$ cat src/rtl/io_seq_pkg.sv
// Shared constants for the I/O step sequencer: step codes, opcodes, IR field positions.
// Latency: n/a (package only).
// Backpressure: n/a (package only).
package io_seq_pkg;

  // Step codes double as the registered state encoding, so the step port is the state itself.
  localparam logic [3:0] S_IDLE = 4'b0000;
  localparam logic [3:0] S_T0   = 4'b0001;
  localparam logic [3:0] S_T1   = 4'b0010;
  localparam logic [3:0] S_T2   = 4'b0011;
  localparam logic [3:0] S_T3   = 4'b0100;
  localparam logic [3:0] S_HALT = 4'b1111;

  localparam logic [4:0] OP_IN   = 5'b10110;
  localparam logic [4:0] OP_OUT  = 5'b10111;
  localparam logic [4:0] OP_NOP  = 5'b11010;
  localparam logic [4:0] OP_HALT = 5'b11011;

  // Opcode field and channel select (low bits of the c2 field).
  localparam int OP_MSB = 31;
  localparam int OP_LSB = 27;
  localparam int CH_MSB = 22;
  localparam int CH_LSB = 20;

endpackage

$ cat src/rtl/io_seq_wait_timer.sv
// Wait-state timeout counter: counts consecutive wait cycles, flags the cycle that reaches TMO_MAX.
// Latency: expired is combinational on wait_cyc and the registered count.
// Backpressure: none; clears whenever the sequencer is not waiting (i.e. on every state change).
// Ports: clock, clear (sync active-low), wait_cyc (sequencer is stalled this cycle), expired.
module io_seq_wait_timer #(
  parameter int TMO_MAX = 255
) (
  input  logic clock,
  input  logic clear,
  input  logic wait_cyc,
  output logic expired
);

  logic [7:0] cnt;

  // cnt holds the number of wait cycles already spent, so the TMO_MAX-th wait cycle expires.
  assign expired = wait_cyc && (cnt == 8'(TMO_MAX - 1));

  always_ff @(posedge clock) begin
    if (!clear) begin
      cnt <= 8'd0;
    end else if (wait_cyc && !expired) begin
      cnt <= cnt + 8'd1;
    end else begin
      cnt <= 8'd0;
    end
  end

endmodule

$ cat src/rtl/io_step_sequencer.sv
// Hard-wired fetch/execute step sequencer: T0-T2 fetch, T3 executes in/out/nop/halt, with wait states.
// Latency: 4 cycles per instruction best case, +1 per memory or I/O wait cycle.
// Backpressure: stalls in T1 until mem_ready, in T3 until out_ready[ch] / in_valid[ch].
// Ports: clock, clear (sync active-low), run_en, ir, mem_ready, out_ready, in_valid in;
//   T0-T3 bus strobes, OutPortin (one-hot out load), in_ack (one-hot), step, halted, err out.
// Optional macro IO_SEQ_TIMEOUT_EN: bounded waits, abandon to HALT with sticky err.
module io_step_sequencer #(
  parameter int N_OUT   = 2,
  parameter int N_IN    = 2,
  parameter int TMO_MAX = 255
) (
  input  logic             clock,
  input  logic             clear,
  input  logic             run_en,
  input  logic [31:0]      ir,
  input  logic             mem_ready,
  input  logic [N_OUT-1:0] out_ready,
  input  logic [N_IN-1:0]  in_valid,
  output logic             PCout,
  output logic             MARin,
  output logic             IncPC,
  output logic             Zlowin,
  output logic             Zlowout,
  output logic             PCin,
  output logic             MDRin,
  output logic             read,
  output logic             MDRout,
  output logic             IRin,
  output logic             Gra,
  output logic             Rout,
  output logic             Rin,
  output logic             Inportout,
  output logic [N_OUT-1:0] OutPortin,
  output logic [N_IN-1:0]  in_ack,
  output logic [3:0]       step,
  output logic             halted,
  output logic             err
);

  import io_seq_pkg::*;

  logic [3:0] state;
  logic [3:0] nxt;
  logic       t1_wait;   // already spent one cycle in T1: PC load must not repeat
  logic [4:0] opcode;
  logic [2:0] ch;
  logic [7:0] out_rdy_x;
  logic [7:0] in_vld_x;
  logic [7:0] ch_hot;
  logic       out_ch_ok;
  logic       in_ch_ok;
  logic       is_out;
  logic       is_in;
  logic       tmo_expired;

  assign opcode = ir[OP_MSB:OP_LSB];
  assign ch     = ir[CH_MSB:CH_LSB];

  // Widen the channel vectors to 8 so a 3-bit index is always in range.
  assign out_rdy_x = 8'(out_ready);
  assign in_vld_x  = 8'(in_valid);
  assign ch_hot    = 8'b1 << ch;

  // A channel index beyond the instantiated count degrades the instruction to a NOP.
  assign out_ch_ok = ({29'd0, ch} < N_OUT);
  assign in_ch_ok  = ({29'd0, ch} < N_IN);

  assign is_out = (state == S_T3) && (opcode == OP_OUT) && out_ch_ok;
  assign is_in  = (state == S_T3) && (opcode == OP_IN) && in_ch_ok;

  always_comb begin
    nxt = state;
    case (state)
      S_IDLE: if (run_en) nxt = S_T0;
      S_T0:   nxt = S_T1;
      S_T1:   if (mem_ready) nxt = S_T2;
      S_T2:   nxt = S_T3;
      S_T3: begin
        if (is_out) begin
          if (out_rdy_x[ch]) nxt = S_T0;
        end else if (is_in) begin
          if (in_vld_x[ch]) nxt = S_T0;
        end else if (opcode == OP_HALT) begin
          nxt = S_HALT;
        end else begin
          nxt = S_T0;
        end
      end
      S_HALT: nxt = S_HALT;
      default: nxt = S_IDLE;
    endcase
    if (tmo_expired) nxt = S_HALT;
  end

  always_ff @(posedge clock) begin
    if (!clear) begin
      state   <= S_IDLE;
      t1_wait <= 1'b0;
    end else begin
      state   <= nxt;
      t1_wait <= (state == S_T1) && (nxt == S_T1);
    end
  end

`ifdef IO_SEQ_TIMEOUT_EN
  logic waiting;
  logic err_q;

  assign waiting = ((state == S_T1) && !mem_ready) ||
                   (is_out && !out_rdy_x[ch]) ||
                   (is_in && !in_vld_x[ch]);

  io_seq_wait_timer #(
    .TMO_MAX(TMO_MAX)
  ) u_wait_timer (
    .clock   (clock),
    .clear   (clear),
    .wait_cyc(waiting),
    .expired (tmo_expired)
  );

  always_ff @(posedge clock) begin
    if (!clear) begin
      err_q <= 1'b0;
    end else if (tmo_expired) begin
      err_q <= 1'b1;
    end
  end

  assign err = err_q;
`else
  localparam int unused_tmo_max = TMO_MAX;

  assign tmo_expired = 1'b0;
  assign err         = 1'b0;
`endif

  // Moore strobes from the registered step.
  assign PCout  = (state == S_T0);
  assign MARin  = (state == S_T0);
  assign IncPC  = (state == S_T0);
  assign Zlowin = (state == S_T0);

  assign Zlowout = (state == S_T1);
  assign PCin    = (state == S_T1) && !t1_wait;
  assign MDRin   = (state == S_T1);
  assign read    = (state == S_T1);

  assign MDRout = (state == S_T2);
  assign IRin   = (state == S_T2);

  assign Gra       = is_out || is_in;
  assign Rout      = is_out;
  assign Rin       = is_in;
  assign Inportout = is_in;

  // OutPortin doubles as out_valid for the whole wait; in_ack fires only on the accepting cycle.
  assign OutPortin = is_out ? ch_hot[N_OUT-1:0] : '0;
  assign in_ack    = (is_in && in_vld_x[ch]) ? ch_hot[N_IN-1:0] : '0;

  assign step   = state;
  assign halted = (state == S_HALT);

  logic unused_bits;
  assign unused_bits = &{1'b0, ir[26:23], ir[19:0], ch_hot};

endmodule
$ cat config.mk
export PLATFORM = sky130hd
export DESIGN_NAME = io_step_sequencer
export DESIGN_NICKNAME = d
export VERILOG_FILES = /design/src/rtl/io_seq_pkg.sv /design/src/rtl/io_seq_wait_timer.sv /design/src/rtl/io_step_sequencer.sv
export SDC_FILE = /design/constraint.sdc
export NUM_CORES = 1
export LEC_CHECK = 0
export ABC_CLOCK_PERIOD_IN_PS = 1440
export CORE_MARGIN = 4
export CORE_UTILIZATION = 22
export DETAILED_ROUTE_END_ITERATION = 6
export PLACE_DENSITY = 0.75
export SYNTH_ARGS = -nofsm -noshare
export SYNTH_HDL_FRONTEND = slang
export SYNTH_SLANG_ARGS = --single-unit
$ cat constraint.sdc
create_clock -name clock -period 1.44 [get_ports clock]
set_input_delay 0.288 -clock clock [delete_from_list [all_inputs] [get_ports clock]]
set_output_delay 0.288 -clock clock [all_outputs]
set_load 0.02 [all_outputs]
# [Word level (Yosys, flattened, before mapping)]
# Index checks and enable logic that the tools add are counted.
[totals] regBits=5 inputBits=40 out_inout_bits=24 elab_cells=38
[classes] n_lt_le_gt_ge=2 n_eq_ne=9 shifts=1 n_mux=14 reduce_logical=10
[op_table] operator="4-bit 2-to-1 mux" count=7
[op_table] operator="4-bit case mux with 6 select lines" count=1
[op_table] operator="5-bit equality test (second input constant)" count=3
[op_table] operator="4-bit by 2-bit equality test with 1-bit output (second input constant)" count=3
[op_table] operator="1-bit logical AND" count=7
[op_table] operator="1-bit binary-select mux with 3-bit select" count=2
[op_table] operator="4-bit by 1-bit equality test with 1-bit output (second input constant)" count=1
[op_table] operator="4-bit by 3-bit equality test with 1-bit output (second input constant)" count=1
[op_table] operator="4-bit equality test (second input constant)" count=1
[op_table] operator="4-bit logical NOT" count=1
[op_table] operator="3-bit by 4-bit less-than comparator with 1-bit output (second input constant)" count=1
[op_table] operator="2-bit 2-to-1 mux" count=2
[op_table] operator="3-bit by 2-bit less-than comparator with 1-bit output (second input constant)" count=1
[op_table] operator="1-bit by 3-bit << shifter with 2-bit output (first input constant)" count=1
[op_table] operator="1-bit 2-to-1 mux" count=2
[op_table] operator="1-bit logical NOT" count=1
[op_table] operator="1-bit logical OR" count=1

# [Logic depth before layout (Yosys ltp)]
[depth] ltp_word=8 mapped_depth=6 mapped_depth_nobuf=6

# [Worst setup path before layout]
# No wires, ideal clock.
[synth_timing] kind="register to output" startpoint="register state[3], in the netlist step[3]" endpoint="output port MARin" arrival_time_ns=1.766 required_time_ns=1.152 slack_ns=-0.614 stages_incl_launch_ff=4 n_path_buf=1 cell_sequence="dfxtp_1 or2_4 nor3b_1 buf_4"
[synth_between] elab_chain_len=1
[synth_rtl] item="from (decl)" line="io_step_sequencer.sv:42" rtl="logic [3:0] state;"
[synth_rtl] item="from (signal assigned)" line="io_step_sequencer.sv:100" rtl="state <= nxt;"
[synth_rtl] item="4-bit by 1-bit equality test with 1-bit output"
[synth_rtl] item="to (decl)" line="io_step_sequencer.sv:20" rtl="output logic MARin,"
# No other way between the ends.

# [Final worst setup path]
[layout_timing] startpoint="register state[3], in the netlist step[3]" endpoint="output port OutPortin[0]"
[layout_between] elab_chain_len=4
[layout_rtl] item="4-bit by 3-bit equality test with 1-bit output" line="io_step_sequencer.sv:68" rtl="assign is_out = (state == S_T3) && (opcode == OP_OUT) && out_ch_ok;"
[layout_rtl] item="1-bit logical AND (2 in series)" line="io_step_sequencer.sv:68"
[layout_rtl] item="2-bit 2-to-1 mux" line="io_step_sequencer.sv:158" rtl="assign OutPortin = is_out ? ch_hot[N_OUT-1:0] : '0;"
[layout_rtl] item="to (decl)" line="io_step_sequencer.sv:33" rtl="output logic [N_OUT-1:0] OutPortin,"
# No other way between the ends.

==> reports/metrics.yaml <==
cells_and_area:
  drive_gt1_share_pct: 61.21
  area_delta_synth_final_pct: 136.5
  final_cell_mix: "buf_4 (21), buf_6 (19), dlygate4sd2_1 (10), clkdlybuf4s50_1 (8), nand2_1 (4)"
  fillerInstances: 191
  layout_commonest_cell: "buf_4"
  diodes: 0
  nets: 157
critical_path:
  critical-path-top-delay-family: "simple AND/OR/NAND/NOR gates"
  worstSetupPathType: "flop to output pin"
  critPathMaxStageDelay_ns: 0.35
  cp-start-kind: "flop"
  cp_num_buf_inv: 2
  crit_path_top_delay_cell: "dfxtp_4"
  cp-end-kind: "output pin"
  critical_path.max_fanout: 4
  crit_required_ns: 1.15
  worst_ep_arrival_time_ns: 1.51
  cp_cell_sequence: "nor4b_4 > nand2_4 > inv_4 > and2_4 > and2b_2 > buf_6"
global_route:
  grt_overflow: 0
  grt_antenna_before_repair: 0
  grt_max_degree: 9
  grt_use_total_pct: 13.62
  grt_pass1_vias: 691
  grt_pass1_wl_mm: 3.298
synth:
  syn_nets: 102
  avgSynthCellArea_sq_um: 7.911
  yosysUniqueCellTypes: 34
  synth_seq_cells: 5
  syn_inst: 62
  yosysWarnings: 0
  yosysSeqAreaShare_pct: 20.41
  syn-cell-area_sq_um: 490.5
floorplanning:
  pin_count: 64
  core.rowCount: 16
  initial_core_util_pct: 24.02
  die_y_um: 55.22
  die_width_um: 55.22
  fp.dieArea_sq_um: 3049
  coreArea_sq_um: 2042
timing:
  finalSetupViolCount: 18
  rsz0062_at_grt: "true"
  finalHoldViolCount: 0
  slew_viol_final: 0
  fin_ws_ns: -0.3579
  clock.fmax_ghz: 0.5562
  layout_min_cycle_time_ns: 1.798
  fin_tns_setup_ns: -4.195
  fin_worst_skew_ns: 0.001442
  finalCritPeriodShare_pct: 124.9
status:
  violations: "negative setup slack"
  status: "finished with violations"
job:
  drv_cap: 0
power:
  peakVddDrop_mv: 0.4039
  power_density_nw_per_um2: 523.9
  power_leakage_uw: 0.0005535
route:
  viasPerCell: 4.650
  dr.pass1.iters: 4
  drc: 0
  final_antenna_net_count: 0
  vias: 665
  drt_iter0_markers: 10
  routedWlPerCell_um: 13.27
  wl_mm: 1.898
clock_tree:
  clock_latency_ns: 0.25
  cts_buffers: 3
  cts_tree: "built"
  clk_path_buf_depth: 2
  cts-root-buf: "clkbuf_4"
  path_clk_slew_ns: 0.04
  htreeDepth: 1
  cts-hold-fix-buffers: 0
  clock-sinks: 5
placement:
  place_ws_ns: -1.060
  dp_hpwl_mm: 1.469
  gp_congestion: 0.7776
  portBuffers: 38
hold_path:
  hold_class: "input port to flop"
where the power goes:
part | internal [uW] | leakage (uW) | switching, uW
Clock | 105 | 0.0000150 | 63.3
Sequential | 144 | 0.0000434 | 7.68
Combinational | 158 | 0.000495 | 129
worst reg2reg max path: stages, from the launching register on:
cell and delay [ns]:
dfxtp_4 0.35, buf_6 0.14, nand2_2 0.13, nor2_4 0.06, buf_4 0.13, o41a_1 0.39
cell type report:
type	instances	area, sq um	area share (%)
inverters	2	10.01	0.8630
repair buffers	59	551.8	47.57
clock buffers	4	26.28	2.265
multi-input cells	46	425.4	36.68
well taps	27	33.78	2.913
flip-flops and latches	5	112.6	9.709
repair_timing:
action                     4_1_cts  5_1_grt
resized for setup              126       16
buffers inserted                 3        2
pin swaps                        8        4
setup endpoints to repair       25       25
cells in the mapped netlist (all sizes together):
cell     instances  area share, %
nand4b           1            1.8
mux2             1            2.3
and2             2            3.1
o41a             1            2.3
nand2            7            5.9
dfxtp            5             20
nor2             7            5.4
buf              9             13
a21oi            1            1.0
o2bb2ai          1            1.8
inv              2            1.5
conb             1           0.76
and2b            1            1.5
a22o             1            1.8
nand2b           1            1.3
nor3b            2            4.1
or2              1            1.8
a41oi            1            1.8
nor3             1            1.0
and3             3            3.8
mux2i            1            2.0
nor4b            3            8.4
o2111ai          1            1.8
o21a             3            4.6
o41ai            1            1.8
o21ai            1            1.0
nor2b            2            2.6
a31oi            1            1.3
metrics by stage:
stage	area, sq um	util, %	cells	hold WS (ns)	total power (uW)
after global placement	1041	50.98	137	0.7005	419.9
after global routing	1160	56.80	143	0.6681	650.8
final	1160	56.80	143	0.6539	607.6
after detailed placement	1041	50.98	137	0.6970	423.9
after CTS	1121	54.90	144	0.6467	597.3
after floorplan	556.8	-	62	0.4018	294.1
cell families after synthesis:
group,Yosys count,share of synthesized area (%)
buffers and inverters,11,14.79
AOI/OAI and AO/OA,12,19.13
and+or+nand+nor,31,40.57
DFF,5,20.41
muxes,2,4.337
other,1,0.7646
path summary, 6_finish.rpt:
| path | start | to | slack [ns] | depth (start not counted) |
|---|---|---|---|---|
| setup reg to reg | step[0] | step[1] | 0.12 | 5 |
| hold reg to reg | step[1] | step[0] | 0.71 | 4 |
| setup / recovery | step[3] | OutPortin[0] | -0.36 | 6 |
| hold / removal | ir[30] | step[0] | 0.65 | 5 |
metal layers:
layer	global-route usage (%)	routed length [um]
met4	8.333	36
met5	0	0
met1	15.15	749
met2	22.47	1008
met3	4.196	104
sequential cells by signal (all words and copies together) (netlist names):
register  flops
t1_wait       1
step          4
Power figures use the tool's default switching activity.
